--- config.mk ---
export PLATFORM = sky130hd
export DESIGN_NAME = chord_player
export DESIGN_NICKNAME = d
export VERILOG_FILES = /design/src/rtl/chord_player_pkg.sv /design/src/rtl/chord_player_note_timer.sv /design/src/rtl/chord_player.sv
export SDC_FILE = /design/constraint.sdc
export NUM_CORES = 1
export LEC_CHECK = 0
export CORE_MARGIN = 10
export CORE_UTILIZATION = 43
export CTS_BUF_LIST = sky130_fd_sc_hd__clkbuf_16
export CTS_CLUSTER_DIAMETER = 50
export DETAILED_ROUTE_END_ITERATION = 16
export GPL_TIMING_DRIVEN = 0
export PLACE_DENSITY = 0.79
export SLEW_MARGIN = 30
export SYNTH_ARGS = -nofsm -noshare
export SYNTH_HDL_FRONTEND = slang
export SYNTH_SLANG_ARGS = --single-unit
--- constraint.sdc ---
create_clock -name clk -period 1.8 [get_ports clk]
set_clock_uncertainty 0.1 [all_clocks]
set_input_delay 0.18 -clock clk [delete_from_list [all_inputs] [get_ports clk]]
set_output_delay 0.18 -clock clk [all_outputs]
set_load 0.1 [all_outputs]
--- src/rtl/chord_player_pkg.sv ---
// rtl/chord_player_pkg.sv - shared chord encoding, widths and metadata fields
package chord_player_pkg;

  localparam int NUM_VOICES = 4;
  localparam int NOTE_W     = 6;
  localparam int DUR_W      = 6;

  localparam logic [NOTE_W-1:0] REST_NOTE = '0;

  localparam int META_STACCATO = 0;
  localparam int META_DYN_LSB  = 1;
  localparam int META_DYN_MSB  = 2;

  typedef enum logic [1:0] {
    ST_IDLE = 2'd0,
    ST_PLAY = 2'd1,
    ST_DONE = 2'd2
  } chord_state_e;

endpackage

--- src/rtl/chord_player_note_timer.sv ---
// rtl/chord_player_note_timer.sv - beat countdown for the current chord
module chord_player_note_timer #(
  parameter int DUR_W = 6
) (
  input  logic             clk,
  input  logic             reset,
  input  logic             load,
  input  logic [DUR_W-1:0] duration,
  input  logic             tick,
  output logic [DUR_W-1:0] remaining,
  output logic             expire
);

  logic [DUR_W-1:0] remaining_q, remaining_d;

  // Saturating at zero keeps a stray tick from wrapping to the maximum count.
  always_comb begin
    remaining_d = remaining_q;
    if (load) begin
      remaining_d = duration;
    end else if (tick && (remaining_q != '0)) begin
      remaining_d = remaining_q - DUR_W'(1);
    end
  end

  always_ff @(posedge clk) begin
    if (reset) begin
      remaining_q <= '0;
    end else begin
      remaining_q <= remaining_d;
    end
  end

  assign remaining = remaining_q;
  assign expire    = tick && (remaining_q == DUR_W'(1));

endmodule

--- src/rtl/chord_player.sv ---
// rtl/chord_player.sv - latches a chord, gates voices for its duration, pulses note_done
module chord_player #(
  parameter int NUM_VOICES = chord_player_pkg::NUM_VOICES,
  parameter int NOTE_W     = chord_player_pkg::NOTE_W,
  parameter int DUR_W      = chord_player_pkg::DUR_W
) (
  input  logic                         clk,
  input  logic                         reset,
  input  logic                         play,
  input  logic                         beat,
  input  logic                         new_note,
  input  logic [NOTE_W-1:0]            note1,
  input  logic [NOTE_W-1:0]            note2,
  input  logic [NOTE_W-1:0]            note3,
  input  logic [NOTE_W-1:0]            note4,
  input  logic [1:0]                   num_notes,
  input  logic [DUR_W-1:0]             duration,
  input  logic [2:0]                   metadata,
  output logic                         note_done,
  output logic [NUM_VOICES*NOTE_W-1:0] voice_note,
  output logic [NUM_VOICES-1:0]        voice_en,
  output logic                         voice_load,
  output logic [1:0]                   dynamics,
  output logic                         busy
);
  import chord_player_pkg::*;

  chord_state_e                  state_q, state_d;
  logic [NUM_VOICES*NOTE_W-1:0]  voice_note_q, voice_note_d;
  logic [1:0]                    num_notes_q, num_notes_d;
  logic [DUR_W-1:0]              duration_q, duration_d;
  logic                          staccato_q, staccato_d;
  logic [1:0]                    dynamics_q, dynamics_d;
  logic                          voice_load_q, voice_load_d;

  logic [NOTE_W-1:0] notes_in [NUM_VOICES];
  logic              capture;
  logic              tick;
  logic              expire;
  logic              cut;
  logic [DUR_W-1:0]  remaining;

  assign notes_in = '{note1, note2, note3, note4};
  assign tick     = beat && play && (state_q == ST_PLAY);

  chord_player_note_timer #(
    .DUR_W (DUR_W)
  ) u_timer (
    .clk       (clk),
    .reset     (reset),
    .load      (capture),
    .duration  (duration),
    .tick      (tick),
    .remaining (remaining),
    .expire    (expire)
  );

  // DONE accepts a new chord directly so back-to-back chords leave no idle gap.
  always_comb begin
    state_d      = state_q;
    voice_note_d = voice_note_q;
    num_notes_d  = num_notes_q;
    duration_d   = duration_q;
    staccato_d   = staccato_q;
    dynamics_d   = dynamics_q;
    voice_load_d = 1'b0;
    capture      = 1'b0;

    case (state_q)
      ST_IDLE: capture = new_note;
      ST_PLAY: if (expire) state_d = ST_DONE;
      ST_DONE: begin
        capture = new_note;
        state_d = ST_IDLE;
      end
      default: state_d = ST_IDLE;
    endcase

    if (capture) begin
      for (int i = 0; i < NUM_VOICES; i++) begin
        voice_note_d[i*NOTE_W +: NOTE_W] = (i <= int'(num_notes)) ? notes_in[i] : REST_NOTE;
      end
      num_notes_d  = num_notes;
      duration_d   = duration;
      staccato_d   = metadata[META_STACCATO];
      dynamics_d   = metadata[META_DYN_MSB:META_DYN_LSB];
      voice_load_d = 1'b1;
      state_d      = (duration == '0) ? ST_DONE : ST_PLAY;
    end
  end

  always_ff @(posedge clk) begin
    if (reset) begin
      state_q      <= ST_IDLE;
      voice_note_q <= '0;
      num_notes_q  <= '0;
      duration_q   <= '0;
      staccato_q   <= 1'b0;
      dynamics_q   <= '0;
      voice_load_q <= 1'b0;
    end else begin
      state_q      <= state_d;
      voice_note_q <= voice_note_d;
      num_notes_q  <= num_notes_d;
      duration_q   <= duration_d;
      staccato_q   <= staccato_d;
      dynamics_q   <= dynamics_d;
      voice_load_q <= voice_load_d;
    end
  end

  // Staccato mutes the second half of the chord (floor of duration/2 beats).
  assign cut = staccato_q && (remaining <= (duration_q >> 1));

  always_comb begin
    voice_en = '0;
    for (int i = 0; i < NUM_VOICES; i++) begin
      voice_en[i] = play && (state_q == ST_PLAY) && (i <= int'(num_notes_q)) &&
                    (voice_note_q[i*NOTE_W +: NOTE_W] != REST_NOTE) && !cut;
    end
  end

  assign voice_note = voice_note_q;
  assign voice_load = voice_load_q;
  assign dynamics   = dynamics_q;
  assign note_done  = (state_q == ST_DONE);
  assign busy       = (state_q != ST_IDLE);

endmodule
Word level (Yosys, flattened, before mapping). Index checks and enable logic that the tools add are counted.

Register bits after elaboration: 44. Bits in latches: 0. Memory bits (writable): 0. Memory bits (read-only): 0. Output and inout port bits: 33. Memories: 0.

$add $sub $neg: 1. Multipliers: 0. Div/mod/pow operators: 0. Order comparisons: 7. Eq/ne operators: 5. Shifts and indexed selects: 0. Multiplexer cells: 11. Bitwise operators: 0. Reductions and logical operators: 29.

Operator list (count): $mux 6 (5); $reduce_bool 6->1 (5); $logic_and 1x1->1 (17); $le 2x2->1 const A (4); $eq 6x1->1 const B (1); $le 6x5->1 (1); $logic_not 6->1 (1); $mux 2 (3); $sub 6x1->6 const B (1); $le 1x2->1 const A (2); $pmux 2 s2 (1); $reduce_bool 2->1 (2); $ne 3x3->1 const B (1); $eq 2x1->1 const B (1); $eq 2x2->1 const B (1); $logic_not 2->1 (1); $mux 1 (2); $ne 2x2->1 const B (1); $reduce_and 2->1 (1); $reduce_or 2->1 (1); $logic_not 1->1 (1).

Logic depth before layout (Yosys ltp). Gate-level depths: netlist of the first run.

Depth in word-level cells: 6. Mapped depth: 6. Gate-level depth less buffers: 6.

Cells and area by module. Synthesis of the first run repeated with hierarchy kept, for this count alone.

Cell total of the unflattened synthesis: 242. Area total of the unflattened synthesis: 2009.4 µm².

By module, submodules not included: chord_player (times used 1, cells an instance 192, area each 1576.5 µm², sequential area each 740.7 µm²); chord_player_note_timer (times used 1, cells an instance 50, area each 432.9 µm², sequential area each 120.1 µm²).

Least setup slack after synthesis of the first run. Ideal clock, no wire load.

Kind: reg-to-output. Start: register u_timer.remaining_q[2] (netlist: u_timer.remaining[2]). End: output voice_en[0]. Arrival: 2.634 ns. Data required time: 1.520 ns. Slack: -1.114 ns. Stages on the path, launching flop included: 6. Path buffers: 0. Cell sequence: dfxtp_1 ha_1 nand4b_1 o21bai_1 a31o_2 a21oi_1.

Word-level cells in the longest chain between the ends: 4.

RTL lines: start: declaration (line chord_player_note_timer.sv:14) `logic [DUR_W-1:0] remaining_q, remaining_d;`; start signal: assignment (line chord_player_note_timer.sv:30) `remaining_q <= remaining_d;`; $le 6x5->1 (line chord_player.sv:113) `assign cut = staccato_q && (remaining <= (duration_q >> 1));`; $logic_and 1x1->1 (line chord_player.sv:113); $logic_not 1->1 (line chord_player.sv:119) `(voice_note_q[i*NOTE_W +: NOTE_W] != REST_NOTE) && !cut;`; $logic_and 1x1->1 (line chord_player.sv:119); end: declaration (line chord_player.sv:21) `output logic [NUM_VOICES-1:0] voice_en,`.

No other way between the ends.

Worst setup path after layout of the first run.
Start: register duration_q[5]. End: output voice_en[0].

Word-level cells in the longest chain between the ends: 4.

RTL lines: start: declaration (line chord_player.sv:31) `logic [DUR_W-1:0] duration_q, duration_d;`; start signal: assignment (line chord_player.sv:105) `duration_q <= duration_d;`; $le 6x5->1 (line chord_player.sv:113); $logic_and 1x1->1 (line chord_player.sv:113); $logic_not 1->1 (line chord_player.sv:119); $logic_and 1x1->1 (line chord_player.sv:119).

No other way between the ends.

==> results of run 1 <==
==> registers in the layout (all words and copies together), names as in the netlist <==
signal / count
duration_q: 5
dynamics: 2
num_notes_q: 2
staccato_q: 1
state_q: 2
u_timer.remaining: 6
voice_load: 1
voice_note: 24
==> critical path: stages (launching register included) <==
cell and delay, ns:
dfxtp_2 0.33, inv_2 0.05, ha_4 0.26, nand4b_1 0.12, o21bai_1 0.19, a31o_4 0.28, a21oi_4 0.15, buf_12 0.19
==> area by class of cell <==
| type | count | area share |
|---|---|---|
| tap | 52 | 0.0214 |
| inverter | 10 | 0.0124 |
| clock buffer | 5 | 0.0412 |
| timing repair buffer | 74 | 0.247 |
| clock inverter | 2 | 0.0111 |
| sequential | 43 | 0.299 |
| multi-input combinational | 163 | 0.347 |
| buffer | 15 | 0.0198 |
==> worst paths after layout <==
kind | endpoint | from | cells past startpoint | slack (ns)
max | voice_en[0] | duration_q[5] | 7 | -0.33
min reg2reg | dynamics[1] | dynamics[1] | 2 | 0.35
min | state_q[1] | reset | 2 | 0.18
max reg2reg | u_timer.remaining[5] | u_timer.remaining[2] | 5 | 0.07
==> routing by layer <==
metal / GRT usage / vias to the layer above / routed length (um)
met5: 0 / - / 0
met4: 0.0412 / 0 / 71
met2: 0.260 / 86 / 2880
met3: 0.0919 / 9 / 673
met1: 0.182 / 934 / 2440
li1: - / 978 / -
==> Yosys cell counts, types with 2 or more instances <==
| cell | count | area (um2) |
|---|---|---|
| dfxtp_1 | 43 | 861 |
| nand2_1 | 41 | 154 |
| a21oi_1 | 24 | 120 |
| nor2_1 | 23 | 86.3 |
| a22oi_1 | 12 | 90.1 |
| clkbuf_1 | 10 | 37.5 |
| inv_1 | 10 | 37.5 |
| nand3_1 | 10 | 50.1 |
| ha_1 | 8 | 100 |
| a31oi_1 | 5 | 31.3 |
| or4_1 | 4 | 30.0 |
| buf_1 | 3 | 11.3 |
| nor3_1 | 3 | 15.0 |
| buf_2 | 2 | 10.0 |
| nand4b_1 | 2 | 17.5 |
| nor4_1 | 2 | 12.5 |
| o21bai_1 | 2 | 15.0 |
| o311ai_0 | 2 | 17.5 |
==> timing repair <==
action	4_1_cts	5_1_grt
resized for setup	79	20
pin swaps	3	4
setup endpoints to repair	33	51
buffers inserted	3	1
==> where the power goes <==
group	switching (mW)	total (mW)	leakage (nW)	internal, mW
clock network	0.346	0.986	0.0811	0.641
logic	0.471	0.708	0.743	0.237
registers	0.0479	1.06	0.366	1.01
==> cell families (layout without fill, tap and decap cells) <==
group | after synthesis | after routing | share of synthesized area
compound gates | 58 | 58 | 0.201
fa+ha+maj | 8 | 8 | 0.0526
buf+inv | 25 | 106 | 0.0506
flops | 43 | 43 | 0.452
simple gates | 97 | 97 | 0.243
==> stage by stage <==
stage | setup TNS [ns] | hold WS [ns]
2_1_floorplan | -0.467 | 0.209
3_3_place_gp | -4.55 | 0.342
3_5_place_dp | -5.06 | 0.345
4_1_cts | -1.26 | 0.166
5_1_grt | -1.53 | 0.191
6_report | -1.23 | 0.176
==> out/summary.json, run 1 <==
{
  "timing.slew.headroom": {"value": 0.348},
  "timing_worst_slew_pin_value": {"value": 0.981, "unit": "ns"},
  "synth.net_count": {"value": 279},
  "antenna_found_initial": {"value": 0},
  "synth.lib_cells_used.distinct": {"value": 43},
  "first_global_vias": {"value": 2052},
  "async_flop_share": {"value": 0},
  "portBuffers": {"value": 70},
  "route.detailed.drc": {"value": 0},
  "yosys_register_bits": {"value": 43},
  "multi_input_gate_area_in_the_final_layout": {"value": 1050, "unit": "um2"},
  "drt.antenna.violating_nets": {"value": 0},
  "synth_edf_count": {"value": 0},
  "filler_cell_count": {"value": 354},
  "power_density": {"value": 908, "unit": "nW/um2"},
  "final.period_utilization": {"value": 1.18},
  "timing.hold.worst.class": {"value": "in -> reg"},
  "cts_sinks": {"value": 43},
  "groute.usage.overall": {"value": 0.163},
  "syn-mean-instance-area": {"value": 8.24, "unit": "um2"},
  "synth.cell_area": {"value": 1900, "unit": "um2"},
  "grt_remaining_overflow": {"value": 0},
  "setup.worst_path.end_class": {"value": "output port"},
  "flow.area_growth_from_synthesis": {"value": 59.5, "unit": "%"},
  "placement.cell_area": {"value": 2760, "unit": "um2"},
  "place.detailed.instances": {"value": 353},
  "place.detailed.hpwl": {"value": 4.51, "unit": "mm"},
  "htree_levels": {"value": 2},
  "report.final.hold_viol_count": {"value": 0},
  "worst_ir_drop_vdd": {"value": 601, "unit": "uV"},
  "setup_violations": {"value": 4},
  "required": {"value": 1.52, "unit": "ns"},
  "die_x": {"value": 86.5, "unit": "um"},
  "die_area": {"value": 7490, "unit": "um2"},
  "core_area": {"value": 4320, "unit": "um2"},
  "detailed_route_wire_length_per_cell": {"value": 16.7, "unit": "um"},
  "clock_tree_from_tritoncts": {"value": "yes"},
  "postRouteWirelength": {"value": 6.07, "unit": "mm"},
  "run_status": {"value": "finished, violations left"},
  "post_cts_hold_buffer_count": {"value": 0},
  "fin_total_pwr": {"value": 2.76, "unit": "mW"},
  "max_cap_viol_count": {"value": 0},
  "layout.cells.most_common": {"value": "nand2_1"},
  "floorplan.initialDensity": {"value": 0.440},
  "synth-warning-count": {"value": 0},
  "failing_checks": {"value": "setup timing"},
  "clk_path_buf_depth": {"value": 2},
  "preCtsSetupSlack": {"value": -0.998, "unit": "ns"},
  "drt_iter0_drc": {"value": 203},
  "total_leakage_power": {"value": 1.19, "unit": "nW"},
  "crit_type": {"value": "reg -> out"},
  "antenna_cells_inserted": {"value": 0},
  "largest_fanout_on_the_critical_path": {"value": 4},
  "fp.dieH": {"value": 86.5, "unit": "um"},
  "min_period": {"value": 2.13, "unit": "ns"},
  "design.final.nets": {"value": 360},
  "drive_gt1_frac": {"value": 0.234},
  "mostFrequentLayoutCells": {"value": "nand2_1, clkdlybuf4s50_1, dfxtp_2"},
  "io_pins": {"value": 73},
  "rsz_0062_raised_after_global_routing": {"value": "yes"},
  "netlist_instances": {"value": 231},
  "ys.flop_type": {"value": "dfxtp_1"},
  "num_rows": {"value": 24},
  "postLayoutCellArea": {"value": 3040, "unit": "um2"},
  "worst_setup_hold_path_clk_slew": {"value": 0.06, "unit": "ns"},
  "via_count": {"value": 2007},
  "vias_per_cell": {"value": 5.51},
  "utilization": {"value": 0.702},
  "layout_setup_ws": {"value": -0.328, "unit": "ns"},
  "synth-seq-area-share": {"value": 0.452},
  "post_layout_nonfiller_instances": {"value": 364},
  "clk_latency_worst_skew_pair": {"value": 0.28, "unit": "ns"},
  "grt_max_degree": {"value": 13},
  "number_of_detailed_route_iterations_in_the_first_pass": {"value": 5},
  "grt_pass1_wl": {"value": 9.85, "unit": "mm"},
  "final_max_slew_viol_count": {"value": 0},
  "register_area": {"value": 908, "unit": "um2"},
  "gp_routability_congestion": {"value": 0.842},
  "cts.root.buffer_cell": {"value": "clkbuf_16"},
  "clock_buffer_count_from_cts": {"value": 5},
  "achievable-frequency": {"value": 0.470, "unit": "GHz"},
  "start_kind": {"value": "register"},
  "cp_data_arrival_time": {"value": 1.85, "unit": "ns"}
}
(Power assumes the default switching activity.)
==> inputs of run 2 (changes only) <==
- CAP_MARGIN: not set -> 20
==> results of run 2 <==
No change in the layout: final DEF, timing and power equal those of run 1.
==> inputs of run 3 (changes only) <==
- CORE_ASPECT_RATIO: not set -> 1.2
- CORE_UTILIZATION: 43 -> 44
- SYNTH_HIERARCHICAL: not set -> 1
==> run 3 against run 2 <==
Against the previous run:
- the run still ends with setup timing left
- die area is 2.6% higher
- register-to-register slack worse by 0.27 ns
- via count is 0.95% higher
- count of clock-buffer cells in the layout stayed put
- first-iteration DRC count is 63% lower
- fmax is 4.6% lower
- critical path depth stayed put
- sequential share of layout area is 1.0 points lower
- utilization is 1.1 points higher
- synthesized cell count is 4.8% higher
- hold slack worse by 0.14 ns
==> out/summary.json, run 3 <==
{
  "run_status": {"value": "finished, violations left"},
  "failing_checks": {"value": "setup timing"},
  "grt_pass1_wl": {"value": 9.47, "unit": "mm"},
  "cp_num_buf_inv": {"value": 2},
  "yosys.area_share.adder": {"value": 0.0498},
  "setup_violations": {"value": 6},
  "clock_tree_from_tritoncts": {"value": "yes"},
  "timing.slew.headroom": {"value": 0.352},
  "die_area": {"value": 7680, "unit": "um2"},
  "antenna_cells_inserted": {"value": 0},
  "ys.flop_type": {"value": "dfxtp_1"},
  "floorplan.initialDensity": {"value": 0.464},
  "postLayoutCellArea": {"value": 3080, "unit": "um2"},
  "synth.top_cells.by_area": {"value": "dfxtp_1, nand2_1, a21oi_1"},
  "setup-tns-final": {"value": -1.93, "unit": "ns"},
  "core_area": {"value": 4330, "unit": "um2"},
  "netlist_instances": {"value": 242},
  "yosys.area.top_type": {"value": "dfxtp_1"},
  "synth-warning-count": {"value": 6},
  "placement.cell_area": {"value": 2820, "unit": "um2"},
  "post_cts_hold_buffer_count": {"value": 0},
  "globalRouteMet1Util": {"value": 0.168},
  "cp_data_arrival_time": {"value": 1.95, "unit": "ns"},
  "crit_type": {"value": "reg -> out"},
  "utilization": {"value": 0.713},
  "synth-seq-area-share": {"value": 0.428},
  "route.detailed.drc": {"value": 0},
  "mostFrequentLayoutCells": {"value": "nand2_1, clkdlybuf4s50_1, nor2_1"},
  "cts_sinks": {"value": 43},
  "first_global_vias": {"value": 1971},
  "worst_setup_hold_path_clk_slew": {"value": 0.06, "unit": "ns"},
  "clk_latency_worst_skew_pair": {"value": 0.28, "unit": "ns"},
  "max_reg_flops": {"value": 24},
  "postRouteWirelength": {"value": 6.02, "unit": "mm"},
  "leading_cell_types_by_count_after_synthesis": {"value": "nand2_1, dfxtp_1, nor2_1, a21oi_1, a22oi_1"},
  "global_route.usage.met2": {"value": 0.282},
  "preCtsSetupSlack": {"value": -1.16, "unit": "ns"},
  "place.detailed.instances": {"value": 368},
  "synth.area.mux_share": {"value": 0},
  "io_pins": {"value": 73},
  "final.hold.worst_slack": {"value": 0.0393, "unit": "ns"},
  "timing_worst_slew_pin_value": {"value": 0.976, "unit": "ns"},
  "min_period": {"value": 2.23, "unit": "ns"},
  "synth.net_count": {"value": 290},
  "gp_routability_congestion": {"value": 0.746},
  "clockPowerShare": {"value": 0.328},
  "most_repeated_cell_in_the_gate_level_netlist_after_synthesis": {"value": "nand2_1"},
  "path_cells": {"value": "inv_1 > ha_1 > and2b_2 > o21ai_1 > a31oi_4 > and4_2 > buf_12"},
  "grt_busiest_layer": {"value": "met2"},
  "num_rows": {"value": 26},
  "number_of_detailed_route_iterations_in_the_first_pass": {"value": 4},
  "cts.root.buffer_cell": {"value": "clkbuf_16"},
  "synth_top_area_frac": {"value": 0.428},
  "max_cap_viol_count": {"value": 0},
  "launch_point_of_the_worst_reg_to_reg_path": {"value": "state_q[0]"},
  "syn-mean-instance-area": {"value": 8.30, "unit": "um2"},
  "synth.cell_area": {"value": 2010, "unit": "um2"},
  "global_route.usage.met3": {"value": 0.0393},
  "antenna_found_initial": {"value": 0},
  "power_density": {"value": 848, "unit": "nW/um2"},
  "drt_iter0_drc": {"value": 76},
  "holdPathEnd": {"value": "u_timer/remaining[3]"},
  "ff2ff_path_depth": {"value": 5},
  "flow.area_growth_from_synthesis": {"value": 53.5, "unit": "%"},
  "yosys_register_bits": {"value": 43},
  "power.share.combinational": {"value": 0.269},
  "fp.dieH": {"value": 94.0, "unit": "um"},
  "regToRegSetupSlack": {"value": -0.20, "unit": "ns"},
  "final.period_utilization": {"value": 1.24},
  "groute.usage.overall": {"value": 0.154},
  "timing.hold.worst.class": {"value": "in -> reg"},
  "async_flop_share": {"value": 0},
  "achievable-frequency": {"value": 0.448, "unit": "GHz"},
  "detailed_route_wire_length_per_cell": {"value": 15.8, "unit": "um"},
  "clock_buffer_count_from_cts": {"value": 5},
  "layout.cells.most_common": {"value": "nand2_1"},
  "r2r_end": {"value": "u_timer/remaining[5]"},
  "synth_edf_count": {"value": 0},
  "grt_remaining_overflow": {"value": 0},
  "dominant_combinational_cell_family_by_area_after_synthesis": {"value": "simple AND/OR/NAND/NOR gates"},
  "drive_gt1_frac": {"value": 0.231},
  "portBuffers": {"value": 70},
  "place.detailed.hpwl": {"value": 4.56, "unit": "mm"},
  "final_max_slew_viol_count": {"value": 0},
  "timing.hold.worst_path_depth": {"value": 2},
  "total_leakage_power": {"value": 1.26, "unit": "nW"},
  "start_kind": {"value": "register"},
  "clk_path_buf_depth": {"value": 2},
  "max_stage_delay": {"value": 0.32, "unit": "ns"},
  "fin_total_pwr": {"value": 2.62, "unit": "mW"},
  "layout_setup_ws": {"value": -0.431, "unit": "ns"},
  "largest_fanout_on_the_critical_path": {"value": 4},
  "seq_power_share": {"value": 0.403},
  "synthXorXnorAreaFrac": {"value": 0},
  "design.final.nets": {"value": 372},
  "switching_power": {"value": 0.848, "unit": "mW"},
  "filler_cell_count": {"value": 343},
  "die_x": {"value": 81.7, "unit": "um"},
  "synth-compound-area-share": {"value": 0.180},
  "htree_levels": {"value": 2},
  "critPathSlowestCell": {"value": "dfxtp_1"},
  "worst_ir_drop_vdd": {"value": 408, "unit": "uV"},
  "post_layout_nonfiller_instances": {"value": 381},
  "via_count": {"value": 2026},
  "grt_max_degree": {"value": 17},
  "required": {"value": 1.52, "unit": "ns"},
  "synth-simple-area-share": {"value": 0.277},
  "drt.antenna.violating_nets": {"value": 0},
  "synth.lib_cells_used.distinct": {"value": 47},
  "setup.worst_path.end_class": {"value": "output port"},
  "report.final.hold_viol_count": {"value": 0},
  "vias_per_cell": {"value": 5.32},
  "power.switching_fraction": {"value": 0.324},
  "min_from": {"value": "reset"},
  "crit_family": {"value": "simple AND/OR/NAND/NOR gates"},
  "cell_internal_pwr": {"value": 1.77, "unit": "mW"},
  "rsz_0062_raised_after_global_routing": {"value": "yes"}
}
## run 3: cell families (layout without fill, tap and decap cells)
family / Yosys count / after routing
AO/OA/AOI/OAI: 54 / 54
adder cells (fa/ha/maj): 8 / 8
buffers and inverters: 26 / 109
AND/OR/NAND/NOR: 111 / 111
flip-flops: 43 / 43
## run 3: final cells by class
| class | count | area, um2 | share of cell area |
|---|---|---|---|
| multi-input combinational | 173 | 1100 | 0.356 |
| sequential | 43 | 891 | 0.289 |
| timing repair buffer | 76 | 758 | 0.246 |
| clock buffer | 5 | 125 | 0.0406 |
| buffer | 14 | 83.8 | 0.0272 |
| tap | 56 | 70.1 | 0.0227 |
| inverter | 11 | 43.8 | 0.0142 |
| clock inverter | 3 | 15.0 | 0.00487 |
## run 3: worst max-delay path by stage
stage                         startpoint           to  slack (ns)  cells after the start
detailed placement  u_timer/remaining[3]  voice_en[3]       -1.16                      6
global route               duration_q[2]  voice_en[3]       -0.51                      7
floorplan                  duration_q[5]  voice_en[1]       -0.50                      6
CTS                        duration_q[2]  voice_en[3]       -0.44                      7
finish                     duration_q[2]  voice_en[3]       -0.43                      7
global placement    u_timer/remaining[3]  voice_en[3]       -1.13                      6
## run 3: worst reg2reg max path: cells and delay by family, from the launching register on
kind             cells  cell delay (ns)
AND/OR/NAND/NOR      4             1.23
flip-flops           1             0.32
AO/OA/AOI/OAI        1             0.26
## run 3: metal layers
metal,wire [um],vias to the layer above
met1,2400,952
li1,-,1010
met4,68,0
met5,0,-
met2,3160,57
met3,393,7
## run 3: timing repair
action	in CTS	in global routing
setup endpoints to repair	36	19
hold endpoints to repair	0	0
pin swaps	6	2
buffers inserted	6	0
gates resized for setup	84	16
## run 3: power groups by stage
stage          sequential (mW)  combinational, mW  clock, mW
2_1_floorplan             1.27              0.266          0
5_1_grt                   1.06              0.754      0.908
6_report                  1.05              0.703      0.859
3_3_place_gp              1.07              0.672          0
4_1_cts                   1.05              0.698      0.880
3_5_place_dp              1.07              0.680          0
